[config.mk]
export PLATFORM = sky130hd
export DESIGN_NAME = alu_cmd_issuer
export DESIGN_NICKNAME = d
export VERILOG_FILES = /design/src/rtl/alu_cmd_issuer.sv
export SDC_FILE = /design/constraint.sdc
export NUM_CORES = 1
export LEC_CHECK = 0
export ABC_AREA = 1
export CORE_UTILIZATION = 45
export CTS_BUF_LIST = sky130_fd_sc_hd__clkbuf_8
export DETAILED_ROUTE_END_ITERATION = 8
export HOLD_SLACK_MARGIN = 0.05
export PLACE_DENSITY = 0.71
export SYNTH_ARGS = -nofsm -noshare
export SYNTH_HDL_FRONTEND = slang
export SYNTH_SLANG_ARGS = --single-unit
[constraint.sdc]
create_clock -name clk -period 5.4 [get_ports clk]
set_input_delay 1.08 -clock clk [delete_from_list [all_inputs] [get_ports clk]]
set_output_delay 1.08 -clock clk [all_outputs]
set_load 0.01 [all_outputs]
[src/rtl/alu_cmd_issuer.sv]
// Command FIFO plus issue FSM that drives a combinational yAlu and returns its result on a valid/ready port.
// Optional result checker enabled by defining ALU_SELFCHECK_EN; default build ties chk_err low.
module alu_cmd_issuer #(
    parameter int W     = 32,
    parameter int DEPTH = 4
) (
    input  logic         clk,
    input  logic         rst_n,
    input  logic         cmd_valid,
    output logic         cmd_ready,
    input  logic [W-1:0] cmd_a,
    input  logic [W-1:0] cmd_b,
    input  logic [2:0]   cmd_op,
    output logic [W-1:0] alu_a,
    output logic [W-1:0] alu_b,
    output logic [2:0]   alu_op,
    input  logic [W-1:0] alu_z,
    input  logic         alu_ex,
    output logic         res_valid,
    input  logic         res_ready,
    output logic [W-1:0] res_z,
    output logic         res_zero,
    output logic [2:0]   res_op,
    output logic         busy,
    output logic         chk_err
);

    localparam int AW = (DEPTH > 1) ? $clog2(DEPTH) : 1;
    localparam int CW = AW + 1;

    typedef struct packed {
        logic [W-1:0] a;
        logic [W-1:0] b;
        logic [2:0]   op;
    } cmd_t;

    typedef enum logic [1:0] {
        S_IDLE,
        S_SETTLE,
        S_WAIT_RES
    } state_e;

    state_e        state_q, state_d;
    cmd_t          mem_q [DEPTH];
    logic [AW-1:0] wr_ptr_q, rd_ptr_q;
    logic [CW-1:0] count_q;
    logic          full, empty;
    logic          push, pop, capture, release_res;

    logic [W-1:0]  alu_a_q, alu_b_q;
    logic [2:0]    alu_op_q;
    logic          res_valid_q;
    logic [W-1:0]  res_z_q;
    logic          res_zero_q;
    logic [2:0]    res_op_q;

    // Full/empty come from the registered count only, so a same-cycle pop never frees a slot for a push.
    assign full      = (count_q == CW'(DEPTH));
    assign empty     = (count_q == '0);
    assign cmd_ready = !full;
    assign push      = cmd_valid && !full;

    always_ff @(posedge clk) begin
        if (!rst_n) begin
            state_q <= S_IDLE;
        end else begin
            state_q <= state_d;
        end
    end

    // NOTE: every signal driven in always_comb gets a default first so no latch is inferred.
    always_comb begin
        state_d = state_q;
        case (state_q)
            S_IDLE:     if (!empty) state_d = S_SETTLE;
            S_SETTLE:   state_d = S_WAIT_RES;
            S_WAIT_RES: if (res_ready) state_d = empty ? S_IDLE : S_SETTLE;
            default:    state_d = S_IDLE;
        endcase
    end

    always_comb begin
        pop         = 1'b0;
        capture     = 1'b0;
        release_res = 1'b0;
        case (state_q)
            S_IDLE:     pop = !empty;
            S_SETTLE:   capture = 1'b1;
            S_WAIT_RES: begin
                release_res = res_ready;
                pop         = res_ready && !empty;
            end
            default: ;
        endcase
    end

    // NOTE: the storage array has no reset; count_q gates every read, so stale contents are never issued.
    always_ff @(posedge clk) begin
        if (push) begin
            mem_q[wr_ptr_q] <= '{a: cmd_a, b: cmd_b, op: cmd_op};
        end
    end

    always_ff @(posedge clk) begin
        if (!rst_n) begin
            wr_ptr_q <= '0;
            rd_ptr_q <= '0;
            count_q  <= '0;
        end else begin
            if (push) wr_ptr_q <= wr_ptr_q + AW'(1);
            if (pop)  rd_ptr_q <= rd_ptr_q + AW'(1);
            case ({push, pop})
                2'b10:   count_q <= count_q + CW'(1);
                2'b01:   count_q <= count_q - CW'(1);
                default: count_q <= count_q;
            endcase
        end
    end

    always_ff @(posedge clk) begin
        if (!rst_n) begin
            alu_a_q     <= '0;
            alu_b_q     <= '0;
            alu_op_q    <= '0;
            res_valid_q <= 1'b0;
            res_z_q     <= '0;
            res_zero_q  <= 1'b0;
            res_op_q    <= '0;
        end else begin
            if (pop) begin
                alu_a_q  <= mem_q[rd_ptr_q].a;
                alu_b_q  <= mem_q[rd_ptr_q].b;
                alu_op_q <= mem_q[rd_ptr_q].op;
            end
            if (capture) begin
                res_valid_q <= 1'b1;
                res_z_q     <= alu_z;
                res_zero_q  <= alu_ex;
                res_op_q    <= alu_op_q;
            end else if (release_res) begin
                res_valid_q <= 1'b0;
            end
        end
    end

    assign alu_a     = alu_a_q;
    assign alu_b     = alu_b_q;
    assign alu_op    = alu_op_q;
    assign res_valid = res_valid_q;
    assign res_z     = res_z_q;
    assign res_zero  = res_zero_q;
    assign res_op    = res_op_q;
    assign busy      = !empty || (state_q != S_IDLE);

`ifdef ALU_SELFCHECK_EN
    logic [W-1:0] exp_z;
    logic         mismatch;
    logic         chk_err_q;

    // Reference result; SLT compares unsigned, undefined opcodes are expected to return zero.
    always_comb begin
        exp_z = '0;
        case (alu_op_q)
            3'b000:  exp_z = alu_a_q & alu_b_q;
            3'b001:  exp_z = alu_a_q | alu_b_q;
            3'b010:  exp_z = alu_a_q + alu_b_q;
            3'b110:  exp_z = alu_a_q - alu_b_q;
            3'b111:  exp_z[0] = (alu_a_q < alu_b_q);
            default: exp_z = '0;
        endcase
        mismatch = (alu_z != exp_z) || (alu_ex != (exp_z == '0));
    end

    always_ff @(posedge clk) begin
        if (!rst_n) begin
            chk_err_q <= 1'b0;
        end else if (capture && mismatch) begin
            chk_err_q <= 1'b1;
        end
    end

    assign chk_err = chk_err_q;
`else
    assign chk_err = 1'b0;
`endif

endmodule

==> qor.log <==
[sta] Setup-failing EPs final 0
[global_route] vias in the first global route 10960
[sta] summed negative setup slack over all endpoints 0 ps
[clock_network] Reg clk slew, reported paths 60 ps
[final_layout] count of placed standard cells in the final layout, fillers left out 2413
[setup_path] Crit path required time 4320 ps
[sta] fmax 0.326 GHz
[sta] worst-margin pin slew 922 ps
[synth] share of synthesized area occupied by flip-flops and latches 64.2%
[setup_path] element type at the critical path start register
[global_route] GRT Total Usage 18.7%
[clock_network] Sinks on Clock Net 381
[setup_path] number of cells on the worst reg-to-reg path 7
[clock_network] number of buffers added by the clock tree synthesis step 61
[sta] tightest hold margin 488 ps
[worst_hold_path] worst hold path class reg2reg
[synth] fraction of registers with async set or reset after synthesis 0%
[synth] count of mapped cells out of synthesis 1704
[sta] final period utilization 56.8%
[detailed_routing] number of design rule violations left after detail routing 0
[placement] cell count after placement 2298
[synth] Synthesized Nets 1814
[placement] sum of net half-perimeters after detailed placement 20800 µm
[detailed_routing] detailed-route wire length 34100 µm
[clock_network] H-tree levels 2
[placement] last weighted congestion value of the routability-driven placer 0.731
[final_layout] post-synthesis to final-layout area growth 21.8%
[clock_network] post-cts resize count 0
[final_layout] FILL cells 2874
[floorplanning] core footprint 34800 µm²
[synth] mapped cell area 16100 µm²
[clock_network] clk root buf sky130_fd_sc_hd__clkbuf_8
[setup_path] Worst Path Class, Setup reg2out
[setup_path] crit path capture type primary output
[setup_path] critical path arrival 1990 ps
[synth] number of distinct standard cells referenced by the synthesized netlist 28
[sta] total count of hold-check failures in the final report 0
[setup_path] critical path peak fanout 4
[floorplanning] Starting Density 46.1%
[final_layout] Final Cell Area 19600 µm²
[detailed_routing] routed wirelength normalized by instance count 14.1 µm
[global_route] remaining global-route overflow 0
[clock_network] Max Root-Sink Buffers 3
[worst_hold_path] worst hold path cell count 2
[clock_network] clock tree from TritonCTS done
[detailed_routing] average vias per placed instance 4.59
[sta] Max transition margin 38.6%
[final_layout] Total Nets Final 2016
[pwr] Max rail drop VDD 316 µV
[sta] RSZ-0062 raised after global routing false
[pwr] total power per unit cell area 520 nW/µm²
[sta] clk_skew 25.3 ps
[detailed_routing] routed vias 11077
[clock_network] clock latency reported for the late side of the worst-skew pair 600 ps
[synth] syn_area_per_cell 9.42 µm²
[placement] IO Port Bufs 209
[final_layout] most used cells in the layout excluding fill and tap cells sky130_fd_sc_hd__nand2_1, sky130_fd_sc_hd__inv_1, sky130_fd_sc_hd__edfxtp_1, sky130_fd_sc_hd__clkdlybuf4s50_1, sky130_fd_sc_hd__nor2_1
[synth] Synth Register Bits 381
[detailed_routing] Iter 0 DRT Violations 554
[synth] most used flip-flop cell after synthesis sky130_fd_sc_hd__edfxtp_1
[synth] number of synthesized flops with an enable pin 268
[synth] Synth Warn # 0
[run] max capacitance violation total 0
[status] outcome complete, no violations
[detailed_routing] post-route ant nets 0
[floorplanning] y dimension of the die 191 µm
[detailed_routing] DRT Pass-1 Iters 5
[final_layout] share of layout cells above drive strength 1 8.85%
[placement] placed cell areas 18300 µm²
[floorplanning] number of top-level design ports 211
[global_route] antenna violations before repair 3
[global_route] largest net degree at the start of global routing 81
[global_route] first-pass GRT wire length 54300 µm
[pwr] P_leak 8.74 nW
[floorplanning] overall die area 36400 µm²
[floorplanning] number of placement rows 68
[clock_network] count of buffers added by post-CTS timing repair for setup 0
[clock_network] count of hold-fix buffers inserted at cts 0
[final_layout] most common cell after layout, fill and taps aside sky130_fd_sc_hd__nand2_1
[floorplanning] Die W 191 µm
[sta] Final Critical Period 3070 ps
[sta] total count of max-transition violations in the final report 0
## Yosys cell counts, types with 9 or more instances
cell / number / area, µm²
sky130_fd_sc_hd__a21oi_1: 9 / 45.0
sky130_fd_sc_hd__buf_2: 30 / 150
sky130_fd_sc_hd__buf_4: 16 / 120
sky130_fd_sc_hd__clkbuf_1: 19 / 71.3
sky130_fd_sc_hd__dfxtp_1: 113 / 2260
sky130_fd_sc_hd__edfxtp_1: 268 / 8050
sky130_fd_sc_hd__inv_1: 346 / 1300
sky130_fd_sc_hd__nand2_1: 426 / 1600
sky130_fd_sc_hd__nand2_2: 53 / 332
sky130_fd_sc_hd__nand3_1: 140 / 701
sky130_fd_sc_hd__nor2_1: 202 / 758
sky130_fd_sc_hd__o21ai_0: 39 / 195
## where the power goes
group	leakage (nW)	switching [W]	total, W	internal [W]
combinational	4.62	0.00214	0.00363	0.00149
clock	0.718	0.00109	0.00243	0.00134
sequential	3.39	0.000396	0.00410	0.00370
total	8.74	0.00363	0.0102	0.00653
## final cells by class
cell class / count / area [µm²] / share of cell area [%]
well taps: 455 / 569 / 2.91
diodes: 3 / 7.51 / 0.0384
repair buffers: 218 / 2210 / 11.3
clock inverters: 41 / 255 / 1.31
multi-input cells: 893 / 3900 / 19.9
flip-flops and latches: 381 / 10300 / 52.8
clock buffers: 71 / 977 / 5.00
inverters: 351 / 1320 / 6.76
## critical path, stage by stage, from the launching register on
cell,delay (ps)
sky130_fd_sc_hd__dfxtp_1,330
sky130_fd_sc_hd__inv_1,140
sky130_fd_sc_hd__nand3_4,140
sky130_fd_sc_hd__or2_2,290
sky130_fd_sc_hd__clkdlybuf4s50_1,500
## worst paths after layout
path / start / to / slack [ps]
worst min-delay path: res_valid / res_valid / 490
worst min register to register: res_valid / res_valid / 490
worst max register to register: rd_ptr_q[0] / alu_a[21] / 2710
worst max-delay path: count_q[0] / busy / 2330
## state kept, by name, summed over array words and instances (netlist names)
register / cells
res_valid: 1
res_op: 3
alu_b: 32
res_zero: 1
wr_ptr_q: 2
count_q: 3
res_z: 32
state_q: 2
mem_q: 268
rd_ptr_q: 2
alu_op: 3
alu_a: 32
## cell families (layout without fill, tap and decap cells)
| kind of cell | after synthesis | after routing | synth area share (%) |
|---|---|---|---|
| other | 1 | 4 | 0.0234 |
| buffers and inverters | 430 | 681 | 11.7 |
| AOI/OAI and AO/OA | 50 | 50 | 1.60 |
| adders and majority gates | 6 | 6 | 0.514 |
| and+or+nand+nor | 836 | 836 | 21.9 |
| DFF | 381 | 381 | 64.2 |
## per-stage QoR
| step | utilization [%] | worst slack, ps | power (W) |
|---|---|---|---|
| final | 56.2 | 2330 | 0.0102 |
| after global routing | 56.2 | 2210 | 0.0109 |
| after CTS | 56.2 | 2270 | 0.0103 |
| after detailed placement | 52.6 | 1990 | 0.00782 |
| after global placement | 52.6 | 2000 | 0.00773 |
| after floorplan | - | 872 | 0.00665 |
## per-layer routing
layer	up-vias	part of all wire (%)	track usage, %	routed length, µm
met5	-	0	0	0
met4	0	2.1	6.28	719
met3	55	5.7	3.51	1940
met2	270	48	31.7	16200
met1	5126	45	24.1	15200
li1	5626	-	-	-
Note: power is estimated with default switching activity, not from simulation.
